## config.mk

```make
export PLATFORM = sky130hd
export DESIGN_NAME = fir_seq
export DESIGN_NICKNAME = d
export VERILOG_FILES = /design/src/rtl/fir_pkg.sv /design/src/rtl/fir_mac.sv /design/src/rtl/fir_seq.sv
export SDC_FILE = /design/constraint.sdc
export NUM_CORES = 1
export LEC_CHECK = 0
export ABC_AREA = 1
export CAP_MARGIN = 10
export CORE_MARGIN = 2
export CORE_UTILIZATION = 57
export CTS_CLUSTER_DIAMETER = 150
export DETAILED_ROUTE_END_ITERATION = 10
export HOLD_SLACK_MARGIN = 0.02
export PLACE_DENSITY = 0.8
export SETUP_SLACK_MARGIN = 0.1
export SLEW_MARGIN = 30
export SYNTH_ARGS = -nofsm -noshare
export SYNTH_HDL_FRONTEND = slang
export SYNTH_SLANG_ARGS = --single-unit
export TNS_END_PERCENT = 30
```

## constraint.sdc

```tcl
create_clock -name clk -period 6.6 [get_ports clk]
set_input_delay 1.65 -clock clk [delete_from_list [all_inputs] [get_ports clk]]
set_output_delay 1.65 -clock clk [all_outputs]
set_load 0.05 [all_outputs]
```

## src/rtl/fir_pkg.sv

```systemverilog
// fir_pkg: shared types and constants for the FIR tap sequencer.
//   state_t      - sequencer states, from dag configuration through one filter pass
//   CBS_SAMP/COEF - dag buffer selects for the sample ring and the coefficient table
//   FRAC          - Q15 fraction bits dropped from the accumulator on output
//   Q15_MAX/MIN   - saturation limits of the 16-bit result
//   DRAIN_CYCLES  - cycles from the last read to the output strobe (exclusive)
package fir_pkg;

  typedef enum logic [2:0] {
    CFG0,
    CFG1,
    CLR,
    CLR_DRAIN,
    IDLE,
    WR,
    RD,
    DRAIN
  } state_t;

  localparam logic [2:0] CBS_SAMP = 3'd0;
  localparam logic [2:0] CBS_COEF = 3'd1;

  localparam int FRAC    = 15;
  localparam int Q15_MAX = 32767;
  localparam int Q15_MIN = -32768;

  // Last read issues at 2*TAPS+1; mem_q +2, product +1, accumulate +1,
  // strobe registered one cycle after that.
  localparam int DRAIN_CYCLES = 4;

endpackage

```

## src/rtl/fir_mac.sv

```systemverilog
// fir_mac: multiply-accumulate datapath behind the tap sequencer.
//   clk, rst  - clock, asynchronous active-high reset
//   clr       - clears the accumulator (start of a new output)
//   smp_v     - d carries a delay-line sample this cycle
//   coef_v    - d carries the coefficient pairing with the held sample
//   d         - synchronous memory read data
//   result    - sat16(acc >>> FRAC), combinational from the accumulator
module fir_mac
  import fir_pkg::*;
#(
  parameter int ACCW = 40
) (
  input  logic        clk,
  input  logic        rst,
  input  logic        clr,
  input  logic        smp_v,
  input  logic        coef_v,
  input  logic [15:0] d,
  output logic [15:0] result
);

  localparam logic signed [ACCW-1:0] SAT_HI = ACCW'(Q15_MAX);
  localparam logic signed [ACCW-1:0] SAT_LO = ACCW'(Q15_MIN);

  logic signed [15:0]     r_smp;
  logic signed [31:0]     r_prod;
  logic                   r_prodV;
  logic signed [ACCW-1:0] r_acc;
  logic signed [31:0]     w_prod;
  logic signed [ACCW-1:0] w_shift;

  assign w_prod = 32'(r_smp) * 32'($signed(d));

  // Sample is held until its coefficient arrives on the next read slot;
  // the product is registered and added one cycle later.
  always_ff @(posedge clk or posedge rst) begin
    if (rst) begin
      r_smp   <= '0;
      r_prod  <= '0;
      r_prodV <= 1'b0;
      r_acc   <= '0;
    end else begin
      if (smp_v) begin
        r_smp <= d;
      end
      if (clr) begin
        r_prodV <= 1'b0;
        r_acc   <= '0;
      end else begin
        r_prodV <= coef_v;
        if (coef_v) begin
          r_prod <= w_prod;
        end
        if (r_prodV) begin
          r_acc <= r_acc + ACCW'(r_prod);
        end
      end
    end
  end

  // Arithmetic shift floors toward minus infinity before saturation.
  assign w_shift = r_acc >>> FRAC;

  always_comb begin
    if (w_shift > SAT_HI) begin
      result = 16'h7FFF;
    end else if (w_shift < SAT_LO) begin
      result = 16'h8000;
    end else begin
      result = w_shift[15:0];
    end
  end

endmodule

```

## src/rtl/fir_seq.sv

```systemverilog
// fir_seq: FIR tap sequencer driving a dag address generator and a
// synchronous data memory, with a saturating Q15 MAC.
//   clk, rst            - clock, asynchronous active-high reset
//   in_valid/in_ready   - input sample handshake; in_sample is signed Q15
//   out_valid/out_data  - one-cycle result strobe, data held until the next
//   dag_re/we/cbs/base/len/sign/expt - dag control (sign and expt tied 0)
//   mem_we/mem_wdata    - memory write, address comes from dag
//   mem_q               - memory read data, one cycle after the dag address
module fir_seq
  import fir_pkg::*;
#(
  parameter int          TAPS      = 16,
  parameter logic [15:0] SAMP_BASE = 16'h0000,
  parameter logic [15:0] COEF_BASE = 16'h0100,
  parameter int          ACCW      = 40
) (
  input  logic        clk,
  input  logic        rst,
  input  logic        in_valid,
  output logic        in_ready,
  input  logic [15:0] in_sample,
  output logic        out_valid,
  output logic [15:0] out_data,
  output logic        dag_re,
  output logic        dag_we,
  output logic [2:0]  dag_cbs,
  output logic [15:0] dag_base,
  output logic [11:0] dag_len,
  output logic        dag_sign,
  output logic [2:0]  dag_expt,
  output logic        mem_we,
  output logic [15:0] mem_wdata,
  input  logic [15:0] mem_q
);

  localparam int CW = $clog2(2 * TAPS) + 1;
  localparam logic [CW-1:0] CLR_LAST   = CW'(TAPS - 1);
  localparam logic [CW-1:0] RD_LAST    = CW'(2 * TAPS - 1);
  localparam logic [CW-1:0] DRAIN_LAST = CW'(DRAIN_CYCLES - 1);

  state_t        r_state;
  state_t        w_next;
  logic [CW-1:0] r_cnt;
  logic [15:0]   r_inSample;
  logic          r_wrPend;
  logic          r_clrPend;
  logic [1:0]    r_pipe1;
  logic [1:0]    r_pipe2;
  logic          r_outValid;
  logic [15:0]   r_outData;
  logic          w_hs;
  logic          w_outFire;
  logic          w_smpV;
  logic          w_coefV;
  logic [15:0]   w_result;

  assign in_ready  = (r_state == IDLE);
  assign w_hs      = in_valid & in_ready;
  assign w_outFire = (r_state == DRAIN) && (r_cnt == DRAIN_LAST);

  always_comb begin
    w_next = r_state;
    case (r_state)
      CFG0:      w_next = CFG1;
      CFG1:      w_next = CLR;
      CLR:       if (r_cnt == CLR_LAST) w_next = CLR_DRAIN;
      CLR_DRAIN: w_next = IDLE;
      IDLE:      if (w_hs) w_next = WR;
      WR:        w_next = RD;
      RD:        if (r_cnt == RD_LAST) w_next = DRAIN;
      DRAIN:     if (r_cnt == DRAIN_LAST) w_next = IDLE;
      default:   w_next = CFG0;
    endcase
  end

  // The reset state is CFG0, so the dag drive is gated by rst to keep
  // every output low while reset is held.
  always_comb begin
    dag_re   = 1'b0;
    dag_we   = 1'b0;
    dag_cbs  = CBS_SAMP;
    dag_base = '0;
    dag_len  = '0;
    if (!rst) begin
      case (r_state)
        CFG0: begin
          dag_we   = 1'b1;
          dag_base = SAMP_BASE;
          dag_len  = 12'(TAPS);
        end
        CFG1: begin
          dag_we   = 1'b1;
          dag_cbs  = CBS_COEF;
          dag_base = COEF_BASE;
          dag_len  = 12'(TAPS);
        end
        CLR, WR: begin
          dag_re = 1'b1;
        end
        RD: begin
          dag_re  = 1'b1;
          dag_cbs = r_cnt[0] ? CBS_COEF : CBS_SAMP;
        end
        default: ;
      endcase
    end
  end

  assign dag_sign  = 1'b0;
  assign dag_expt  = 3'd0;
  assign mem_we    = r_wrPend | r_clrPend;
  assign mem_wdata = r_wrPend ? r_inSample : 16'h0000;

  // Counter restarts on every state change; each counted state is
  // entered from a different state, so it always starts at zero.
  // The pipe tracks {valid, is-coefficient} for each RD read until its
  // data appears on mem_q two cycles later.
  always_ff @(posedge clk or posedge rst) begin
    if (rst) begin
      r_state    <= CFG0;
      r_cnt      <= '0;
      r_inSample <= '0;
      r_wrPend   <= 1'b0;
      r_clrPend  <= 1'b0;
      r_pipe1    <= '0;
      r_pipe2    <= '0;
      r_outValid <= 1'b0;
      r_outData  <= '0;
    end else begin
      r_state <= w_next;
      if (w_next != r_state) begin
        r_cnt <= '0;
      end else begin
        r_cnt <= r_cnt + 1'b1;
      end
      if (w_hs) begin
        r_inSample <= in_sample;
      end
      r_wrPend   <= (r_state == WR);
      r_clrPend  <= (r_state == CLR);
      r_pipe1    <= {r_state == RD, r_cnt[0]};
      r_pipe2    <= r_pipe1;
      r_outValid <= w_outFire;
      if (w_outFire) begin
        r_outData <= w_result;
      end
    end
  end

  assign w_smpV    = r_pipe2[1] & ~r_pipe2[0];
  assign w_coefV   = r_pipe2[1] & r_pipe2[0];
  assign out_valid = r_outValid;
  assign out_data  = r_outData;

  fir_mac #(
    .ACCW(ACCW)
  ) u_mac (
    .clk   (clk),
    .rst   (rst),
    .clr   (w_hs),
    .smp_v (w_smpV),
    .coef_v(w_coefV),
    .d     (mem_q),
    .result(w_result)
  );

endmodule

```

==> impl_metrics.ini <==
[status]
status = finished clean

[floorplan]
die_w_um = 189
core-area_sq_mm = 0.0336
dieArea_sq_mm = 0.0357
rows = 67
die_h_um = 189
pin_count = 107
start_util = 0.580

[routing]
drt-total-wl_um = 56200
dr.pass1.iters = 5
vias = 17700
wl_per_cell_um = 16.8
first_iter_violations = 1313
postRouteAntennaNets = 0
drc = 0
viasPerCell = 5.29

[synthesis]
ys_ff_latch = 137
yosys_warnings = 0
avgSynthCellArea_sq_um = 7.22
synth_enable_flop_cells = 0
async_flop_share = 1.00
synth-main-ff-cell = dfrtp_1
synth_area_leaders = fa_1 27%, dfrtp_1 18%, nand2_1 17%
synth_top_area_frac = 0.270
ys_seq_area_frac = 0.176
yosysTopAreaCell = fa_1
synth_most_common_cell = nand2_1
syn_inst = 2701
synth_common_cells = 863 x nand2_1, 656 x inv_1, 263 x fa_1, 168 x nor2_1, 137 x dfrtp_1
netlist_area_sq_mm = 0.0195
synth_cell_types = 45

[final_layout]
final_nets = 3297
diodes = 0
fin_cells = 3338
area_growth_pct = 19.3
drive_gt1_frac = 0.161
design_area_sq_mm = 0.0233
fill_cells = 2637

[clock_tree]
h-tree-depth = 4
clock_sinks = 137
cts_tree = done
clk_pin_slew_ps = 70
cts_hold_buffers = 0
clk_latency_ps = 470
root_buffer = clkbuf_16
clockBufferDepth = 2
numCtsBuffers = 17

[global_routing]
gr-total-overflow = 0
grt_max_degree = 138
grt_pass1_vias = 18200
grt_pass1_wl_um = 90500
grt_usage = 0.322
grt_antenna_before_repair = 1

[placed_design]
gp_congestion = 0.981
io_buffers = 74
placed_cell_area_sq_mm = 0.0214
dp_hpwl_um = 42900
numPlacedInstances = 3263
place_ws_ps = -913

[timing]
setup_slack_ps = 177
slew_headroom = 0.316
rsz0062_at_grt = yes
fmax_mhz = 156
final_max_slew_viol_count = 0
fin_tns_setup_ps = 0
final_hold_viol_count = 0
fin_crit_ps = 6420
fin_skew_ps = 28.8
setup_viol = 0
worst_pin_slew_ps = 1030
fin_crit_sh = 0.973

[setup_path]
cp_max_fo = 6
startpoint = mem_q[8]
end_kind = register
r2r_slack_ps = 540
crit_arrival_ps = 6760
startpoint_type = input port
r2r_cells = 20
critical_path_class = input port to register
r2r_end = u_mac.r_prod[25]
critical_path.endpoint = u_mac.r_prod[25]
rr_startpoint = u_mac.r_smp[15]
required_ps = 6940

[run]
drv_cap = 0

[min_path]
hold_path_class = register to register
## placed cells by master, fill, tap and decap left out, drive strengths merged, types with 31 or more instances in the layout
master / netlist / final
a21oi: 80 / 80
mux2: 31 / 31
conb: 1 / 32
clkdlybuf4s50: 0 / 59
nand2: 864 / 864
inv: 662 / 670
ha: 122 / 122
buf: 52 / 168
nor2: 171 / 171
fa: 263 / 263
o21ai: 60 / 60
nand3: 97 / 97
dfrtp: 137 / 137
## final cells by class
| cell class | count | area, sq um | share of cell area |
|---|---|---|---|
| inverter | 663 | 2490 | 0.107 |
| multi-input combinational | 1815 | 14000 | 0.601 |
| timing repair buffer | 243 | 2220 | 0.0952 |
| tap | 448 | 561 | 0.0241 |
| clock buffer | 18 | 439 | 0.0189 |
| sequential | 137 | 3430 | 0.147 |
| clock inverter | 14 | 154 | 0.00661 |
## flip-flops by register name (all words and copies together), names as in the netlist
signal and count:
out_data 16, out_valid 1, r_clrPend 1, r_cnt 6
r_inSample 16, r_pipe1 2, r_pipe2 2, r_state 3
r_wrPend 1, u_mac.r_acc 40, u_mac.r_prod 32, u_mac.r_prodV 1
u_mac.r_smp 16
## critical path: stages
cell,delay (ps)
dlygate4sd2_1,200
buf_6,130
buf_12,120
nand2_2,60
fa_2,650
inv_2,70
buf_12,130
fa_1,470
fa_1,580
fa_1,430
fa_1,510
fa_1,450
ha_4,320
nand2_2,80
buf_4,160
nor4_4,300
nand3_1,140
nand3_1,90
nand2_1,60
nand3_2,80
nand2_1,60
## kinds of logic after synthesis
| family | after synthesis | share of synthesized area |
|---|---|---|
| mux | 31 | 0.0179 |
| simple gates | 1189 | 0.245 |
| buf+inv | 780 | 0.160 |
| fa+ha+maj | 385 | 0.348 |
| flops | 137 | 0.176 |
| other cells | 1 | 0.000192 |
| compound gates | 161 | 0.0448 |
| xor+xnor | 17 | 0.00763 |
## layer usage
| layer | up-vias | track usage | share of wire |
|---|---|---|---|
| li1 | 8220 | - | - |
| met1 | 8601 | 0.405 | 0.39 |
| met2 | 677 | 0.562 | 0.50 |
| met3 | 151 | 0.0478 | 0.066 |
| met4 | 2 | 0.117 | 0.036 |
| met5 | - | 0 | 0.00023 |
## how the worst min path moves through the flow
stage	cells past startpoint	start	endpoint	slack (ps)
after floorplan	0	r_pipe1[0]	r_pipe2[0]	330
after global placement	0	r_pipe1[0]	r_pipe2[0]	340
after detailed placement	0	r_pipe1[0]	r_pipe2[0]	340
after CTS	0	r_pipe1[0]	r_pipe2[0]	360
after global routing	0	r_pipe1[1]	r_pipe2[1]	380
final	0	r_pipe1[0]	r_pipe2[0]	360
## per-stage QoR
step | util | hold slack, ps
after floorplan | - | 331
after global placement | 0.638 | 337
after detailed placement | 0.638 | 339
after CTS | 0.678 | 358
after global routing | 0.692 | 377
final | 0.692 | 357
## repair_timing
| item | 4_1_cts | 5_1_grt |
|---|---|---|
| gates resized for setup | 135 | 170 |
| endpoints found under the setup margin | 21 | 21 |
| buffers inserted | 27 | 12 |
| cloned | 3 | 1 |
| pin swaps | 66 | 122 |
Power is not shown: default switching activity piles up to over one toggle a cycle in this logic, so the estimate is an artifact.
